[src/rtl/fetch_stage_bp.sv]
`default_nettype none
// ============================================================================
//  Module   : fetch_stage_bp
//  Purpose  : Instruction-fetch stage. Owns the PC, addresses the instruction
//             ROM and registers the fetched word into IF/ID. Next-PC comes
//             from a 2-bit branch history table for conditional branches and
//             static-taken prediction for jumps. Handles stall, flush/redirect
//             and halt, and trains the BHT from EX-stage resolution.
//  Revision : 1.0  initial release
// ============================================================================
module fetch_stage_bp #(
    parameter int          PC_W        = 8,
    parameter int          INSTR_W     = 16,
    parameter int          BHT_ENTRIES = 16,
    parameter logic [3:0]  BR_OPCODE   = 4'hC,
    parameter logic [3:0]  JMP_OPCODE  = 4'hD,
    parameter logic [3:0]  HALT_OPCODE = 4'hF
) (
    input  logic               clk,
    input  logic               reset,
    input  logic               stall,
    input  logic               flush,
    input  logic [PC_W-1:0]    redirect_pc,
    input  logic               update,
    input  logic [PC_W-1:0]    update_pc,
    input  logic               update_taken,
    output logic [PC_W-1:0]    imem_addr,
    input  logic [INSTR_W-1:0] imem_data,
    output logic [PC_W-1:0]    PC_out_IF,
    output logic [INSTR_W-1:0] instruction_IF,
    output logic               predict_taken,
    output logic               valid_IF,
    output logic               halt
);

    localparam int           c_IDX_W   = $clog2(BHT_ENTRIES);
    localparam logic [1:0]   c_BHT_INIT = 2'b01;
    localparam logic [PC_W-1:0] c_PC_ONE = PC_W'(1);

    logic [PC_W-1:0]    r_pc;
    logic [PC_W-1:0]    r_pc_if;
    logic [INSTR_W-1:0] r_instr_if;
    logic               r_pred_if;
    logic               r_valid_if;
    logic               r_halt;
    logic [1:0]         r_bht [BHT_ENTRIES];

    logic [3:0]         w_opcode;
    logic [c_IDX_W-1:0] w_rd_idx;
    logic [c_IDX_W-1:0] w_upd_idx;
    logic [PC_W-1:0]    w_br_off;
    logic [PC_W-1:0]    w_next_pc;
    logic               w_pred;
    logic               w_is_halt;
    logic               w_unused_upd;

    assign w_opcode  = imem_data[INSTR_W-1 -: 4];
    assign w_rd_idx  = r_pc[c_IDX_W-1:0];
    assign w_upd_idx = update_pc[c_IDX_W-1:0];
    // Branch displacement is a signed 8-bit field, sign-extended to PC width.
    assign w_br_off  = PC_W'($signed(imem_data[7:0]));
    // Only the index bits of update_pc address the (untagged) BHT.
    assign w_unused_upd = ^update_pc;

    // Next-PC selection and prediction for the word currently on imem_data.
    // The BHT is read before any same-cycle update lands, so prediction sees
    // the pre-update counter.
    always_comb begin
        w_next_pc = r_pc + c_PC_ONE;
        w_pred    = 1'b0;
        w_is_halt = 1'b0;
        if (w_opcode == JMP_OPCODE) begin
            w_next_pc = PC_W'(imem_data[7:0]);
            w_pred    = 1'b1;
        end else if (w_opcode == BR_OPCODE && r_bht[w_rd_idx][1]) begin
            w_next_pc = r_pc + c_PC_ONE + w_br_off;
            w_pred    = 1'b1;
        end else if (w_opcode == HALT_OPCODE) begin
            w_next_pc = r_pc;
            w_is_halt = 1'b1;
        end
    end

    // PC, IF/ID register and halt flag: reset > flush > halt > stall > fetch.
    always_ff @(posedge clk) begin
        if (reset) begin
            r_pc       <= '0;
            r_pc_if    <= '0;
            r_instr_if <= '0;
            r_pred_if  <= 1'b0;
            r_valid_if <= 1'b0;
            r_halt     <= 1'b0;
        end else if (flush) begin
            r_pc       <= redirect_pc;
            r_instr_if <= '0;
            r_pred_if  <= 1'b0;
            r_valid_if <= 1'b0;
            r_halt     <= 1'b0;
        end else if (r_halt) begin
            r_instr_if <= '0;
            r_pred_if  <= 1'b0;
            r_valid_if <= 1'b0;
        end else if (!stall) begin
            r_pc       <= w_next_pc;
            r_pc_if    <= r_pc;
            r_instr_if <= imem_data;
            r_pred_if  <= w_pred;
            r_valid_if <= 1'b1;
            if (w_is_halt) begin
                r_halt <= 1'b1;
            end
        end
    end

    // BHT training from EX resolution; runs regardless of stall/flush/halt.
    always_ff @(posedge clk) begin
        if (reset) begin
            for (int i = 0; i < BHT_ENTRIES; i++) begin
                r_bht[i] <= c_BHT_INIT;
            end
        end else if (update) begin
            if (update_taken) begin
                if (r_bht[w_upd_idx] != 2'b11) begin
                    r_bht[w_upd_idx] <= r_bht[w_upd_idx] + 2'b01;
                end
            end else begin
                if (r_bht[w_upd_idx] != 2'b00) begin
                    r_bht[w_upd_idx] <= r_bht[w_upd_idx] - 2'b01;
                end
            end
        end
    end

    assign imem_addr      = r_pc;
    assign PC_out_IF      = r_pc_if;
    assign instruction_IF = r_instr_if;
    assign predict_taken  = r_pred_if;
    assign valid_IF       = r_valid_if;
    assign halt           = r_halt;

endmodule
`default_nettype wire

[config.mk]
export PLATFORM = sky130hd
export DESIGN_NAME = fetch_stage_bp
export DESIGN_NICKNAME = d
export VERILOG_FILES = /design/src/rtl/fetch_stage_bp.sv
export SDC_FILE = /design/constraint.sdc
export NUM_CORES = 1
export LEC_CHECK = 0
export CELL_PAD_IN_SITES_DETAIL_PLACEMENT = 2
export CELL_PAD_IN_SITES_GLOBAL_PLACEMENT = 2
export CORE_UTILIZATION = 30
export DETAILED_ROUTE_END_ITERATION = 8
export PLACE_DENSITY_LB_ADDON = 0.1
export SLEW_MARGIN = 20
export SYNTH_ARGS = -nofsm -noshare
export SYNTH_HDL_FRONTEND = slang
export SYNTH_SLANG_ARGS = --single-unit
[constraint.sdc]
create_clock -name clk -period 2.6 [get_ports clk]
set_input_delay 0.65 -clock clk [delete_from_list [all_inputs] [get_ports clk]]
set_output_delay 0.65 -clock clk [all_outputs]
set_load 0.01 [all_outputs]
* Word level (Yosys, flattened, before mapping)
Memory sizes are Yosys's and may differ from the RTL's. A register that Yosys moved wholly into a read port is not among the register bits. Cells that the tools add are included.
Operators by class: equal/unequal tests 7, bitwise operators 4, reductions and logical operators 7, $add $sub $neg 4, mux-type cells 32
Operators with widths (count):
- $mux W8 | 6
- $mux W1 | 21
- $eq A4 B4 Y1 const B | 3
- $mux W4 | 3
- $add A8 B1 Y8 const B | 1
- $add A8 B8 Y8 | 1
- $reduce_and A3 Y1 | 2
- $mux W2 | 2
- $ne A2 B2 Y1 const B | 2
- $ne A4 B4 Y1 const B | 1
- $reduce_or A2 Y1 | 2
- $not A1 Y1 | 3
- $reduce_or A3 Y1 | 1
- $add A2 B1 Y2 const B | 1
- $ne A2 B1 Y1 const B | 1
- $reduce_bool A2 Y1 | 1
- $sub A2 B1 Y2 const B | 1
- $logic_and A1 B1 Y1 | 1
- $or A1 B1 Y1 | 1
Storage, ports and cells: memories kept 1, output and inout bits 35, memory bits (writable) 32, word-level logic and storage cells 61, bits in registers 35, input port bits 38
Memory list:
- r_bht | depth 16, bits a word 2, rd ports 2, clocked after memory_dff 1, write ports 16, RTL line 46 | logic [1:0] r_bht [BHT_ENTRIES];

* Logic depth before layout (Yosys ltp)
An unclocked memory read counts as a cell.
depth in word-level cells 10, mapped depth 11

* Worst setup path before layout
No wires, ideal clock.
path kind input -> register, start input update_pc[0], end memory r_bht[13][0], enable pin, slack -0.145 ns, library setup time 0.315 ns, cell stages on the path 7, data required time 2.285 ns, arrival time 2.430 ns, cells stage by stage mux4_2 -> and2_1 -> nor4_4 -> nor2b_1 -> a22oi_2 -> nand3_1 -> o21bai_1
RTL lines:
- start: declaration | RTL line 25 | input logic [PC_W-1:0] update_pc,
- end: declaration | RTL line 46

* Worst setup path in the final report
start register r_pc[0], in the netlist imem_addr[0], end register r_pc[7], in the netlist imem_addr[7]
On the way: cells in the longest elaborated chain, start to end 7
RTL lines:
- start: declaration | RTL line 40 | logic [PC_W-1:0] r_pc;
- start signal: assignment | RTL line 94 | r_pc <= redirect_pc;
- start signal: assignment | RTL line 104 | r_pc <= w_next_pc;
- $add A8 B1 Y8 (*) | RTL line 69, 76
- $add A8 B8 Y8 or $mux W8 (tied branches) | RTL line 76, 78
- $mux W8 (*) | RTL line 75 | end else if (w_opcode == BR_OPCODE && r_bht[w_rd_idx][1]) begin
- $mux W8 (*) | RTL line 72 | if (w_opcode == JMP_OPCODE) begin
- $mux W8 (*) | RTL line 103 | end else if (!stall) begin
- $mux W8 (*) | RTL line 99 | end else if (r_halt) begin
- $mux W8 (*) | RTL line 93 | end else if (flush) begin
Every way passes the cells marked *; elsewhere a longest branch is shown, timed or not. The select of a mux whose other input is x is not followed. A chain may end at the register's enable or synchronous reset.

==> impl_metrics.yaml <==
synth:
  yosysMostFrequentCell: "nor2_1"
  ys_seq_elements: 71
  yosys-top-cells-area: "edfxtp_1 (25%), dfxtp_1 (21%), mux4_2 (7.7%)"
  synth_adder_area_share: 0.0348
  synth.area.mux_share: 0.153
  yosys.area_share.simple: 0.189
  synth_top_family_by_area: "simple AND/OR/NAND/NOR gates"
  syn_area_um2: 3810
  synth_fp_nets: 411
  ys.warnings.count: 0
  synth_compound_area_frac: 0.111
  yosysSeqAreaShare: 0.457
  synth_xor_area_frac: 0.0253
  netlist.area_leader.share: 0.252
  synth_cell_types: 45
  postSynthAreaPerCell_um2: 10.5
  synth_ff_type: "dfxtp_1"
  synth_cells: 363
  synth-edff-count: 32
  yosys-top-cells-count: "nor2_1 (59), dfxtp_1 (39), edfxtp_1 (32), mux2i_1 (28), a21oi_1 (19)"
  async_reset_ff_frac: 0
  yosysTopAreaCell: "edfxtp_1"
floorplanning:
  start_util: 0.312
  die_y_um: 115
  ioPinCount: 73
  die_x_um: 115
  dieArea_um2: 13100
  coreArea_um2: 12200
  rows: 40
clocking:
  cts_made_buffers: 9
  cts_buffer_depth: 2
  htreeDepth: 3
  insertion_delay_ps: 350
  path_clk_slew_ps: 60
  cts_tree: "built"
  cts-root-buf: "clkbuf_16"
  cts_sinks: 71
layout:
  fill_cells: 1224
  antennaDiodeCount: 0
  drive_above_1_share: 0.411
  syn_to_final_growth_pct: 67.6
  final_core_utilization: 0.523
  final_nets: 566
worst_hold_path:
  hold_path_depth: 2
  worstHoldStart: "valid_IF$_SDFFE_PP0N_"
  min_to: "valid_IF$_SDFFE_PP0N_"
  hold_class: "reg2reg"
worst_setup_path:
  cp_max_fo: 3
  critical_path_class: "reg2reg"
  rr_worst_depth: 12
  regToRegStartpoint: "imem_addr[0]$_SDFFE_PP0P_"
  end_kind: "register"
  r2r-end: "imem_addr[7]$_SDFFE_PP0P_"
  cp-start-kind: "register"
  required_ps: 2810
  crit_start: "imem_addr[0]$_SDFFE_PP0P_"
  rrSetupSlack_ps: -150
  crit_arrival_ps: 2970
global_route:
  grt_pass1_vias: 4099
  gr-total-overflow: 0
  grt_pass1_wl_um: 24000
  grt_util_all_layers: 0.255
  grt_antenna_before_repair: 0
  grt_max_degree: 35
pwr:
  leakage_nw: 2.38
  power_density_nw_per_um2: 548
  ir_drop_v: 0.000327
sta:
  holdWs_ps: 461
  finalHoldViolCount: 0
  rsz0062_at_grt: "true"
  relSlewSlack: 0.561
  min_period_ps: 2750
  finalSetupTns_ps: -3370
  clock_skew_ps: 11.9
  finalCritPeriodShare: 1.06
  max_freq_ghz: 0.363
  drv_slew: 0
  final-setup-viol-count: 52
  setup_ws_ps: -154
  worstMarginPinSlew_ps: 658
placed_design:
  place_congestion: 0.867
  hpwl_um: 10900
  dp_slack_ps: -1080
  port_buffers: 68
outcome:
  violations: "negative setup slack"
  status: "finished, violations left"
routing:
  vias: 3667
  initialDrtViolationCount: 181
  vias_per_cell: 5.31
  wl_per_cell_um: 24.7
  ant_nets: 0
  drtPass1Iterations: 4
  drc: 0
  drt_wl_total_um: 17100
flow_run:
  max_cap_violations: 0
-- stage by stage --
step	instance area [um2]	cells	total power (W)
after floorplan	3830	363	0.00161
after global placement	5220	657	0.00196
after detailed placement	5220	657	0.00199
after CTS	6100	686	0.00339
after global routing	6380	691	0.00362
final	6380	691	0.00350
-- state kept, by name (all words and copies together), names as in the netlist, named ones only --
signal / flops
PC_out_IF: 8
halt: 1
imem_addr: 8
instruction_IF: 16
predict_taken: 1
r_bht: 32
valid_IF: 1
-- metal layers --
layer  GRT usage  up-vias  wire length, um
met4      0.0935        0              507
met1       0.287     1839             6630
met3      0.0556       42              600
li1            -     1673                -
met5           0        -                0
met2       0.469      113             9320
-- worst max-delay path by stage --
| stage | to | slack [ps] | depth (start not counted) |
|---|---|---|---|
| floorplan | r_bht[14][0]$_SDFFCE_PN1P_ | -100 | 7 |
| global placement | r_bht[7][1]$_SDFFCE_PN0P_ | -920 | 10 |
| detailed placement | r_bht[12][1]$_SDFFCE_PN0P_ | -1080 | 10 |
| CTS | r_bht[8][1]$_SDFFCE_PN0P_ | -60 | 10 |
| global route | imem_addr[7]$_SDFFE_PP0P_ | -200 | 11 |
| finish | imem_addr[7]$_SDFFE_PP0P_ | -150 | 12 |
-- worst max-delay path, stage by stage (launching register included) --
cell and delay, ps:
dfxtp_4 370, buf_6 120, nand3_4 110, xnor2_4 200, ha_4 300, o21a_1 200, a211oi_2 100, o21ai_2 210
buf_4 150, a21oi_2 60, or4_4 510, a31oi_4 230, nor3_2 70
-- kinds of logic after synthesis --
| kind of cell | count (synthesis) |
|---|---|
| adders and majority gates | 10 |
| DFF | 71 |
| buffers and inverters | 25 |
| and+or+nand+nor | 142 |
| xor gates and xnor gates | 11 |
| AOI/OAI and AO/OA | 62 |
| muxes | 42 |
-- power by group --
| part | switching [W] | internal, W | total [W] |
|---|---|---|---|
| Sequential | 0.0000518 | 0.00121 | 0.00127 |
| Combinational | 0.000479 | 0.000499 | 0.000978 |
| Clock | 0.000543 | 0.000712 | 0.00125 |
| Total | 0.00107 | 0.00242 | 0.00350 |
-- repair_timing --
item | 4_1_cts | 5_1_grt
gates cloned | 1 | 0
setup endpoints to repair | 71 | 69
resized for setup | 103 | 49
setup buffers | 13 | 6
pin swaps | 22 | 25
hold buffers | 0 | 0
-- cell usage in the layout, fill, tap and decap left out, drive strengths merged, types with 2 or more instances in the layout --
cell	Yosys	final
buf	9	93
clkdlybuf4s50	0	60
nor2	59	59
dfxtp	39	39
edfxtp	32	32
mux2i	28	28
a21oi	19	19
o21bai	18	18
nand4	17	17
mux4	13	13
nand2	12	12
nand3	12	12
nor3	12	12
clkbuf	8	11
inv	8	9
ha	9	9
nor2b	8	8
xnor2	7	7
dlygate4sd2	0	6
a221oi	6	6
nand2b	6	6
and2	5	5
o21ai	5	5
xor2	4	4
clkinv	0	4
a211o	3	3
and3	3	3
or2	3	3
a22oi	2	2
a21o	2	2
a211oi	2	2
-- cell type report --
class / instances / area (um2) / share of cell area
inverter: 8 / 30.0 / 0.00470
clock buffer: 11 / 254 / 0.0398
clock inverter: 5 / 40.0 / 0.00627
timing repair buffer: 161 / 1470 / 0.231
sequential: 71 / 1760 / 0.275
tap: 168 / 210 / 0.0329
multi-input combinational: 267 / 2620 / 0.410
Power figures use the tool's default switching activity.
